$ cat src/rtl/seq_det_param.sv
// Parametrised serial pattern detector with a run-time loadable pattern, selectable
// overlapping/non-overlapping matching and a saturating match counter.
module seq_det_param #(
    parameter int PAT_W  = 4,
    parameter int CNT_W  = 8,
    parameter int FILL_W = $clog2(PAT_W + 1)
) (
    input  logic              clk,
    input  logic              rst,
    input  logic              en,
    input  logic              seq_in,
    input  logic              pat_load,
    input  logic [PAT_W-1:0]  pattern_in,
    input  logic              overlap_mode,
    input  logic              clr_cnt,
    output logic              detected,
    output logic [CNT_W-1:0]  match_cnt,
    output logic              cnt_sat,
    output logic [FILL_W-1:0] state_out
);

    localparam logic [FILL_W-1:0] FILL_FULL = FILL_W'(PAT_W);
    localparam logic [CNT_W-1:0]  CNT_MAX   = {CNT_W{1'b1}};

    logic [PAT_W-1:0]  pattern_r, pattern_nxt_s;
    logic [PAT_W-1:0]  window_r, window_nxt_s, nxt_win_s;
    logic [FILL_W-1:0] fill_r, fill_nxt_s, nfill_s;
    logic              detected_r;
    logic [CNT_W-1:0]  match_cnt_r, cnt_base_s, cnt_nxt_s;
    logic              cnt_sat_r, cnt_sat_nxt_s;
    logic              hit_s;

    // State registers; every output comes straight from a flop.
    always_ff @(posedge clk or posedge rst) begin
        if (rst) begin
            pattern_r   <= {PAT_W{1'b1}};
            window_r    <= {PAT_W{1'b0}};
            fill_r      <= {FILL_W{1'b0}};
            detected_r  <= 1'b0;
            match_cnt_r <= {CNT_W{1'b0}};
            cnt_sat_r   <= 1'b0;
        end else begin
            pattern_r   <= pattern_nxt_s;
            window_r    <= window_nxt_s;
            fill_r      <= fill_nxt_s;
            detected_r  <= hit_s;
            match_cnt_r <= cnt_nxt_s;
            cnt_sat_r   <= cnt_sat_nxt_s;
        end
    end

    // Next window/fill/pattern and hit detection.
    always_comb begin
        nxt_win_s     = {window_r[PAT_W-2:0], seq_in};
        pattern_nxt_s = pattern_r;
        window_nxt_s  = window_r;
        fill_nxt_s    = fill_r;
        if (fill_r == FILL_FULL) begin
            nfill_s = FILL_FULL;
        end else begin
            nfill_s = fill_r + FILL_W'(1);
        end
        hit_s = en & ~pat_load & (nfill_s == FILL_FULL) & (nxt_win_s == pattern_r);

        if (pat_load) begin
            // A load flushes the window and swallows this cycle's serial bit.
            pattern_nxt_s = pattern_in;
            window_nxt_s  = {PAT_W{1'b0}};
            fill_nxt_s    = {FILL_W{1'b0}};
        end else if (en) begin
            if (hit_s && !overlap_mode) begin
                window_nxt_s = {PAT_W{1'b0}};
                fill_nxt_s   = {FILL_W{1'b0}};
            end else begin
                window_nxt_s = nxt_win_s;
                fill_nxt_s   = nfill_s;
            end
        end else begin
            window_nxt_s = window_r;
            fill_nxt_s   = fill_r;
        end
    end

    // Counter: clear takes effect first so a coincident hit still counts.
    always_comb begin
        if (clr_cnt) begin
            cnt_base_s = {CNT_W{1'b0}};
        end else begin
            cnt_base_s = match_cnt_r;
        end
        if (hit_s && (cnt_base_s != CNT_MAX)) begin
            cnt_nxt_s = cnt_base_s + CNT_W'(1);
        end else begin
            cnt_nxt_s = cnt_base_s;
        end
        cnt_sat_nxt_s = (cnt_nxt_s == CNT_MAX);
    end

    assign detected  = detected_r;
    assign match_cnt = match_cnt_r;
    assign cnt_sat   = cnt_sat_r;
    assign state_out = fill_r;

endmodule

$ cat config.mk
export PLATFORM = sky130hd
export DESIGN_NAME = seq_det_param
export DESIGN_NICKNAME = d
export VERILOG_FILES = /design/src/rtl/seq_det_param.sv
export SDC_FILE = /design/constraint.sdc
export NUM_CORES = 1
export LEC_CHECK = 0
export ABC_AREA = 1
export BUFFER_PORTS_ARGS = -buffer_cell sky130_fd_sc_hd__buf_2
export CAP_MARGIN = 20
export CORE_MARGIN = 8
export CORE_UTILIZATION = 54
export CTS_CLUSTER_DIAMETER = 150
export DETAILED_ROUTE_END_ITERATION = 7
export PLACE_DENSITY_LB_ADDON = 0.05
export SLEW_MARGIN = 30
export SYNTH_ARGS = -nofsm -noshare
export SYNTH_HDL_FRONTEND = slang
export SYNTH_SLANG_ARGS = --single-unit
export TNS_END_PERCENT = 20
$ cat constraint.sdc
create_clock -name clk -period 1.8 [get_ports clk]
set_input_delay 0.36 -clock clk [delete_from_list [all_inputs] [get_ports clk]]
set_output_delay 0.36 -clock clk [all_outputs]
set_load 0.01 [all_outputs]
==> impl_metrics.ini, run 1 <==
[sta]
slew_viol_final = 0
hold_violations = 0
slew_headroom_pct = 81.1
skew_ns = 0.0121
rsz0062_at_grt = yes
worst_pin_slew_ns = 0.282
setup_viol = 0
finalCriticalPeriod_ns = 1.78
holdWs_ns = 0.262
fmax_mhz = 562
timing.final.crit_share_pct = 98.9

[pwr]
power_leakage_uw = 0.000865
power_density_mw_per_mm2 = 547
switchingPower_uw = 211
clkPwrFrac_pct = 29.7
power_frac_seq_pct = 55.9
intPower_uw = 650
ir_drop_mv = 0.679
sw_frac_of_total_pct = 24.5
pwr-share-comb_pct = 14.5

[floorplanning]
die_w_um = 63.4
core_sq_mm = 0.00217
rows = 17
die_area_sq_mm = 0.00402
start_util_pct = 55.9
io_pins = 24
die_h_um = 63.4

[synthesis]
synth_edf_count = 0
postSynthCellCount = 168
ys_ff_latch = 20
yosysTopAreaCellShare_pct = 33.0
synth_flop_cell = dfrtp_1
syn_area_per_cell_sq_um = 7.22
synth_area_leaders = dfrtp_1 (33%), nand2_1 (15%), inv_1 (9.9%), dfstp_2 (8.7%), nand3_1 (7.4%)
yosysSeqAreaShare_pct = 41.6
async_flop_share_pct = 100
syn_nets = 182
post-synth-top-area-cell = dfrtp_1
syn_area_sq_mm = 0.00121
synth.top_cells.by_count = nand2_1 (50), inv_1 (32), nand3_1 (18)
synth-warning-count = 0
synth.distinct_cells = 22
yosysMostFrequentCell = nand2_1

[global_routing]
grt-ovfl-total = 0
top_usage_layer = met2
grt_max_degree = 19
gr-usage-met1_pct = 17.3
grtUsageTotal_pct = 13.9
grt_pass1_wl_mm = 4.68
antenna_found_initial = 0
met3_usage_pct = 5.30
grt_use_met2_pct = 22.2
first_global_vias = 1101

[clock_network]
insertion_delay_ns = 0.30
cts_buffers = 3
root_buffer = clkbuf_4
cts_tree = done
cts.path.max_buffers = 2
htree_levels = 1
cts_num_sinks = 20
clk_pin_slew_worst_paths_ns = 0.12

[routing]
drtPass1Iterations = 4
routed_wl_mm = 2.97
via_per_inst = 4.96
drc_errors = 0
wl_per_cell_um = 12.5
ant_nets = 0
num_vias = 1175
drt_iter0_drc = 52

[hold_path]
whs_path_depth = 3
hold_path.class = in2reg

[finish]
layout-drive-gt1-share_pct = 35.4
fillers = 179
antenna_cells = 0
stdcell_area_sq_mm = 0.00157
multi_input_area_sq_um = 628
final_nets = 224
regArea_sq_um = 505
area_growth_pct = 29.7

[setup_path]
worstPathRequired_ns = 1.99
r2r.worst_path.cells = 11
critPathCaptureType = flop
cp.arrival_ns = 1.97
crit_fanout = 8
start_kind = flop
path_class = reg2reg

[placement]
routabilityCongestion = 0.951
place_area_sq_mm = 0.00144
portBuffers = 23
dp_hpwl_mm = 2.20

[outcome]
status = finished clean

[flow_run]
drv_cap = 0
## registers in the layout, indices dropped and copies added (netlist names)
| name | cells |
|---|---|
| window_r | 3 |
| state_out | 3 |
| detected | 1 |
| cnt_sat | 1 |
| match_cnt | 8 |
| pattern_r | 4 |
## layout by cell type, fill, tap and decap left out, types with 8 or more instances in the layout
cell	count
inv_1	30
nand2_1	44
nand2_2	8
nand3_1	15
buf_4	14
o21ai_0	10
dfrtp_1	16
buf_2	23
nor2_1	11
## critical path, stage by stage (launching register included)
cell	delay (ns)
dfrtp_1	0.42
inv_2	0.10
ha_4	0.21
o21ai_2	0.13
nand3_2	0.10
nor2_4	0.19
buf_6	0.15
nand3_1	0.11
nand2_2	0.12
nor2_4	0.04
nand2_1	0.06
nor2_1	0.04
## power by group through the flow
stage	Clock (uW)	Combinational, uW	Sequential [uW]
3_5_place_dp	0	98.7	489
5_1_grt	282	138	483
2_1_floorplan	0	57.4	489
4_1_cts	267	107	480
3_3_place_gp	0	95.1	488
6_report	256	124	481
## what timing repair did
action | 4_1_cts | 5_1_grt
gates cloned | 0 | 0
endpoints found under the setup margin | 11 | 13
setup buffers | 2 | 1
endpoints found under the hold margin | 2 | 0
pin swaps | 9 | 5
gates resized for setup | 7 | 13
hold buffers | 1 | 0
## area by class of cell
class,instances,area share [%]
well taps,28,2.23
inverters,34,8.11
repair buffers,39,15.3
multi-input cells,112,39.9
flip-flops and latches,20,32.1
clock buffers,4,2.31
## worst paths after layout
check / startpoint / to / slack (ns)
max: state_out[1] / cnt_sat / 0.02
min: pattern_in[0] / pattern_r[0] / 0.26
max reg2reg: state_out[1] / cnt_sat / 0.02
min reg2reg: pattern_r[0] / pattern_r[0] / 0.50
max in group asynchronous: rst / pattern_r[2] / 0.86
min in group asynchronous: rst / match_cnt[6] / 0.44
## stage by stage
step	std cells	utilization, %	power (uW)	setup TNS [ns]	setup WS (ns)
after global placement	229	66.1	583	-0.0250	-0.0250
after floorplan	168	-	547	0	0.0764
after detailed placement	229	66.1	587	-0.0628	-0.0574
after CTS	236	70.0	855	0	0.00211
final	237	72.5	861	0	0.0205
after global routing	237	72.5	903	-0.0886	-0.0849
## cells by family (layout without fill, tap and decap cells)
logic type | count (synthesis) | count (layout) | share of synthesized area [%]
buf+inv | 36 | 77 | 12.1
compound gates | 11 | 11 | 4.54
fa+ha+maj | 3 | 3 | 3.09
simple gates | 95 | 95 | 36.5
flops | 20 | 20 | 41.6
xor+xnor | 3 | 3 | 2.17
## per-layer routing
| metal | wire, um | part of all wire [%] |
|---|---|---|
| met5 | 0 | 0 |
| met4 | 29 | 0.98 |
| met1 | 1300 | 44 |
| met2 | 1420 | 48 |
| met3 | 218 | 7.3 |
(Power assumes the default switching activity.)
==> run 2, diff against run 1 <==
--- a/config.mk
+++ b/config.mk
@@ -8,10 +8,12 @@
 export ABC_AREA = 1
 export BUFFER_PORTS_ARGS = -buffer_cell sky130_fd_sc_hd__buf_2
 export CAP_MARGIN = 20
+export CORE_ASPECT_RATIO = 0.9
 export CORE_MARGIN = 8
 export CORE_UTILIZATION = 54
 export CTS_CLUSTER_DIAMETER = 150
 export DETAILED_ROUTE_END_ITERATION = 7
+export GPL_TIMING_DRIVEN = 0
 export PLACE_DENSITY_LB_ADDON = 0.05
 export SLEW_MARGIN = 30
 export SYNTH_ARGS = -nofsm -noshare
==> impl_metrics.ini, run 2 (synthesis results as in run 1) <==
[outcome]
status = finished clean

[finish]
layout-drive-gt1-share_pct = 29.1
final_nets = 211
area_growth_pct = 19.8
antenna_cells = 0
final_cell_mix = nand2_1 (45), inv_1 (31), buf_2 (22), nand3_1 (16), dfrtp_1 (16)
layout_commonest_cell = nand2_1
largest_register_ffs = 8
stdcell_area_sq_mm = 0.00145

[routing]
via_per_inst = 4.85
drt_iter0_drc = 58
ant_nets = 0
drtPass1Iterations = 4
routed_wl_mm = 2.67
wl_per_cell_um = 12.0
num_vias = 1082
drc_errors = 0

[pwr]
total_power_uw = 798
ir_drop_mv = 0.398
power_density_mw_per_mm2 = 549
power_leakage_uw = 0.000799

[hold_path]
hold_path.class = in2async

[sta]
timing.final.crit_share_pct = 99.5
slew_viol_final = 0
finalCriticalPeriod_ns = 1.79
hold_violations = 0
slew_headroom_pct = 49.8
fmax_mhz = 558
setup_viol = 0
final.setup.tns_ns = 0
rsz0062_at_grt = yes
worst_pin_slew_ns = 0.752
skew_ns = 0.00248

[clock_network]
cts_num_sinks = 20
clk_pin_slew_worst_paths_ns = 0.10
cts_buffers = 3
root_buffer = clkbuf_4
cts.path.max_buffers = 2
insertion_delay_ns = 0.29
cts_tree = done
htree_levels = 1

[floorplanning]
core_sq_mm = 0.00216
rows = 16
io_pins = 24
die_h_um = 61.0
die_w_um = 66.0
start_util_pct = 56.1
die_area_sq_mm = 0.00402

[global_routing]
grt_max_degree = 21
grtUsageTotal_pct = 13.9
grt_pass1_wl_mm = 4.51
antenna_found_initial = 0
grt-ovfl-total = 0
first_global_vias = 1074

[setup_path]
worstPathRequired_ns = 2.02
critPathCaptureType = flop
path_class = reg2reg
start_kind = flop
crit_fanout = 7
cp.arrival_ns = 2.02

[placement]
portBuffers = 22
dp_hpwl_mm = 1.99
place_area_sq_mm = 0.00136
routabilityCongestion = 0.907

[flow_run]
drv_cap = 0
[run 2: changes by cell type in the layout (fill, tap and decap cells not counted), sizes merged]
cell and delta:
dlygate4sd3 -1, buf -12
[run 2: final cells by class]
class	instances	area, sq um
fill	186	708
clock buffer	4	26.3
timing repair buffer	24	125
inverter	34	128
multi-input combinational	112	613
buffer	2	22.5
sequential	20	505
tap	27	33.8
[run 2: final timing paths]
check                      depth (start not counted)         start  slack [ns]            to
min                                                2           rst        0.18  state_out[2]
min reg2reg                                        2  pattern_r[0]        0.51  pattern_r[0]
max reg2reg                                       11  state_out[1]       0.008       cnt_sat
max in group asynchronous                          2           rst        1.15  match_cnt[1]
max                                               11  state_out[1]       0.008       cnt_sat
min in group clk                                   2      pat_load        0.26  pattern_r[2]
[run 2: power by group]
group | internal (uW) | switching [uW] | leakage, uW
Clock | 86.1 | 126 | 0.0000150
Combinational | 42.5 | 63.7 | 0.000521
Sequential | 470 | 9.70 | 0.000263
[run 2: layer usage]
layer	track usage (%)	vias up	part of all wire, %
li1	-	568	-
met1	19.0	479	47
met2	21.7	31	45
met3	3.32	4	7.0
met4	3.34	0	0.93
met5	0	-	0
[run 2: timing repair]
| action | in CTS | in global routing |
|---|---|---|
| gates cloned | 0 | 1 |
| gates resized for setup | 7 | 9 |
| hold buffers | 0 | 0 |
| buffers inserted | 1 | 0 |
| endpoints found under the setup margin | 5 | 11 |
| pin swaps | 6 | 9 |
[run 2: per-stage QoR]
stage / hold slack [ns] / setup WS [ns] / std cells / util [%]
finish: 0.182 / 0.00836 / 223 / 67.2
global route: 0.250 / -0.159 / 223 / 67.2
CTS: 0.201 / 0.0172 / 222 / 65.5
detailed placement: 0.493 / -0.261 / 217 / 62.8
global placement: 0.485 / -0.191 / 217 / 62.8
floorplan: 0.321 / 0.0764 / 168 / -
[run 2: critical path, stage by stage (launching register included)]
cell and delay, ns:
dfrtp_1 0.42, inv_1 0.12, ha_4 0.22, o21ai_2 0.14
nand3_2 0.10, nor2_4 0.18, nand2_4 0.11, nand2_2 0.08
nand2_1 0.07, nor2_1 0.11, nand2_1 0.08, nor2_1 0.10
==> run 3, diff against run 2 <==
--- a/config.mk
+++ b/config.mk
@@ -6,15 +6,16 @@
 export NUM_CORES = 1
 export LEC_CHECK = 0
 export ABC_AREA = 1
-export BUFFER_PORTS_ARGS = -buffer_cell sky130_fd_sc_hd__buf_2
+export BUFFER_PORTS_ARGS = -buffer_cell sky130_fd_sc_hd__buf_4
 export CAP_MARGIN = 20
 export CORE_ASPECT_RATIO = 0.9
-export CORE_MARGIN = 8
+export CORE_MARGIN = 2
 export CORE_UTILIZATION = 54
 export CTS_CLUSTER_DIAMETER = 150
 export DETAILED_ROUTE_END_ITERATION = 7
 export GPL_TIMING_DRIVEN = 0
 export PLACE_DENSITY_LB_ADDON = 0.05
+export SKIP_LAST_GASP = 1
 export SLEW_MARGIN = 30
 export SYNTH_ARGS = -nofsm -noshare
 export SYNTH_HDL_FRONTEND = slang
==> impl_metrics.ini, run 3 (synthesis results as in run 1) <==
[sta]
finalCriticalPeriod_ns = 1.80
rsz0062_at_grt = yes
hold_violations = 0
slew_viol_final = 0
fmax_mhz = 554
final.setup.tns_ns = -0.00362
slew_headroom_pct = 49.0
worst_pin_slew_ns = 0.765
timing.final.crit_share_pct = 100
setup_viol = 1
skew_ns = 0.00436
setup_ws_ns = -0.00362

[clock_network]
htree_levels = 1
cts.path.max_buffers = 2
cts_buffers = 3
holdBufCountCts = 0
clk_pin_slew_worst_paths_ns = 0.11
root_buffer = clkbuf_4
cts_num_sinks = 20
insertion_delay_ns = 0.30
cts_tree = done

[finish]
layout_commonest_cell = nand2_1
largest_register_ffs = 8
final_nets = 214
antenna_cells = 0
fin_util_pct = 73.2
layout-drive-gt1-share_pct = 33.7
final_cell_mix = nand2_1 (42), inv_1 (29), buf_4 (25), nand3_1 (16), dfrtp_1 (16)
fin_cells = 226
area_growth_pct = 29.3

[pwr]
sw_frac_of_total_pct = 25.5
power_leakage_uw = 0.000831
power_frac_seq_pct = 55.0
intPower_uw = 653
switchingPower_uw = 224
power_density_mw_per_mm2 = 559
clkPwrFrac_pct = 30.3
ir_drop_mv = 0.396
pwr-share-comb_pct = 14.7

[routing]
routed_wl_mm = 2.67
via_per_inst = 4.89
wl_per_cell_um = 11.8
num_vias = 1106
drc_errors = 0
ant_nets = 0
drtPass1Iterations = 4
drt_iter0_drc = 37

[setup_path]
crit_buf_inv = 2
cp_slowest_cell = dfrtp_1
crit_chain = buf_6 > ha_4 > inv_2 > nand2_2 > nand3_2 > nand3_2 > nor2_4 > nand2_4 > nand2_2 > nand2_2 > nor2_2 > nand2_1 > nor2_1
start_kind = flop
path_class = reg2reg
max_stage_delay_ns = 0.44
crit_fanout = 7
critPathCaptureType = flop
worstPathRequired_ns = 2.04
cp.arrival_ns = 2.05
path_common_cell = nand2_2
crit_family = simple AND/OR/NAND/NOR gates

[floorplanning]
die_w_um = 54.0
die_area_sq_mm = 0.00264
io_pins = 24
rows = 16
core_sq_mm = 0.00214
die_h_um = 49.0
start_util_pct = 56.7

[global_routing]
first_global_vias = 936
grt-ovfl-total = 0
antenna_found_initial = 0
grt_pass1_wl_mm = 4.03
grt_max_degree = 21
grtUsageTotal_pct = 20.6

[placement]
place_ws_ns = -0.178
dp_hpwl_mm = 1.82
portBuffers = 22
routabilityCongestion = 0.823
dp_cells = 217

[outcome]
status = finished with violations
violations = negative setup slack

[flow_run]
drv_cap = 0

[hold_path]
hold_path.class = in2async
-- run 3: cell types whose count changed in the layout (fill, tap and decap cells not counted), sizes merged --
cell,before,now
buf,26,29
-- run 3: area by class of cell --
| class | count | area, sq um |
|---|---|---|
| multi-input combinational | 112 | 633 |
| fill | 162 | 573 |
| sequential | 20 | 505 |
| timing repair buffer | 27 | 210 |
| inverter | 34 | 128 |
| clock buffer | 4 | 36.3 |
| tap | 27 | 33.8 |
| buffer | 2 | 22.5 |
-- run 3: path summary, 6_finish.rpt --
| kind | start | to | slack (ns) | depth (start not counted) |
|---|---|---|---|---|
| max | state_out[1] | cnt_sat | -0.004 | 13 |
| min | rst | state_out[0] | 0.18 | 2 |
| max reg2reg | state_out[1] | cnt_sat | -0.004 | 13 |
| min reg2reg | pattern_r[0] | pattern_r[0] | 0.50 | 2 |
| max in group asynchronous | rst | match_cnt[0] | 1.14 | 2 |
| min in group clk | pat_load | pattern_r[0] | 0.25 | 2 |
-- run 3: what timing repair did --
item | CTS | global route
pin swaps | 2 | 8
setup buffers | 2 | 2
cloned | 0 | 1
resized for setup | 2 | 23
setup endpoints to repair | 5 | 13
-- run 3: routing by layer --
layer	vias to the layer above	GRT usage, %	part of all wire (%)
met2	28	30.3	47
met4	0	5.00	1.0
li1	577	-	-
met3	4	5.52	4.0
met1	497	30.0	48
met5	-	0	0
-- run 3: power by group through the flow --
stage	logic (uW)	registers [uW]	clock network, uW
final	129	483	265
after global routing	144	485	297
after CTS	105	480	269
after detailed placement	97.8	490	0
after global placement	94.1	488	0
after floorplan	57.4	489	0
-- run 3: stage by stage --
step / power, uW / instance area (sq um) / hold WS, ns
finish: 877 / 1570 / 0.182
global route: 926 / 1570 / 0.238
CTS: 855 / 1470 / 0.198
detailed placement: 588 / 1410 / 0.495
global placement: 582 / 1410 / 0.483
floorplan: 547 / 1210 / 0.321
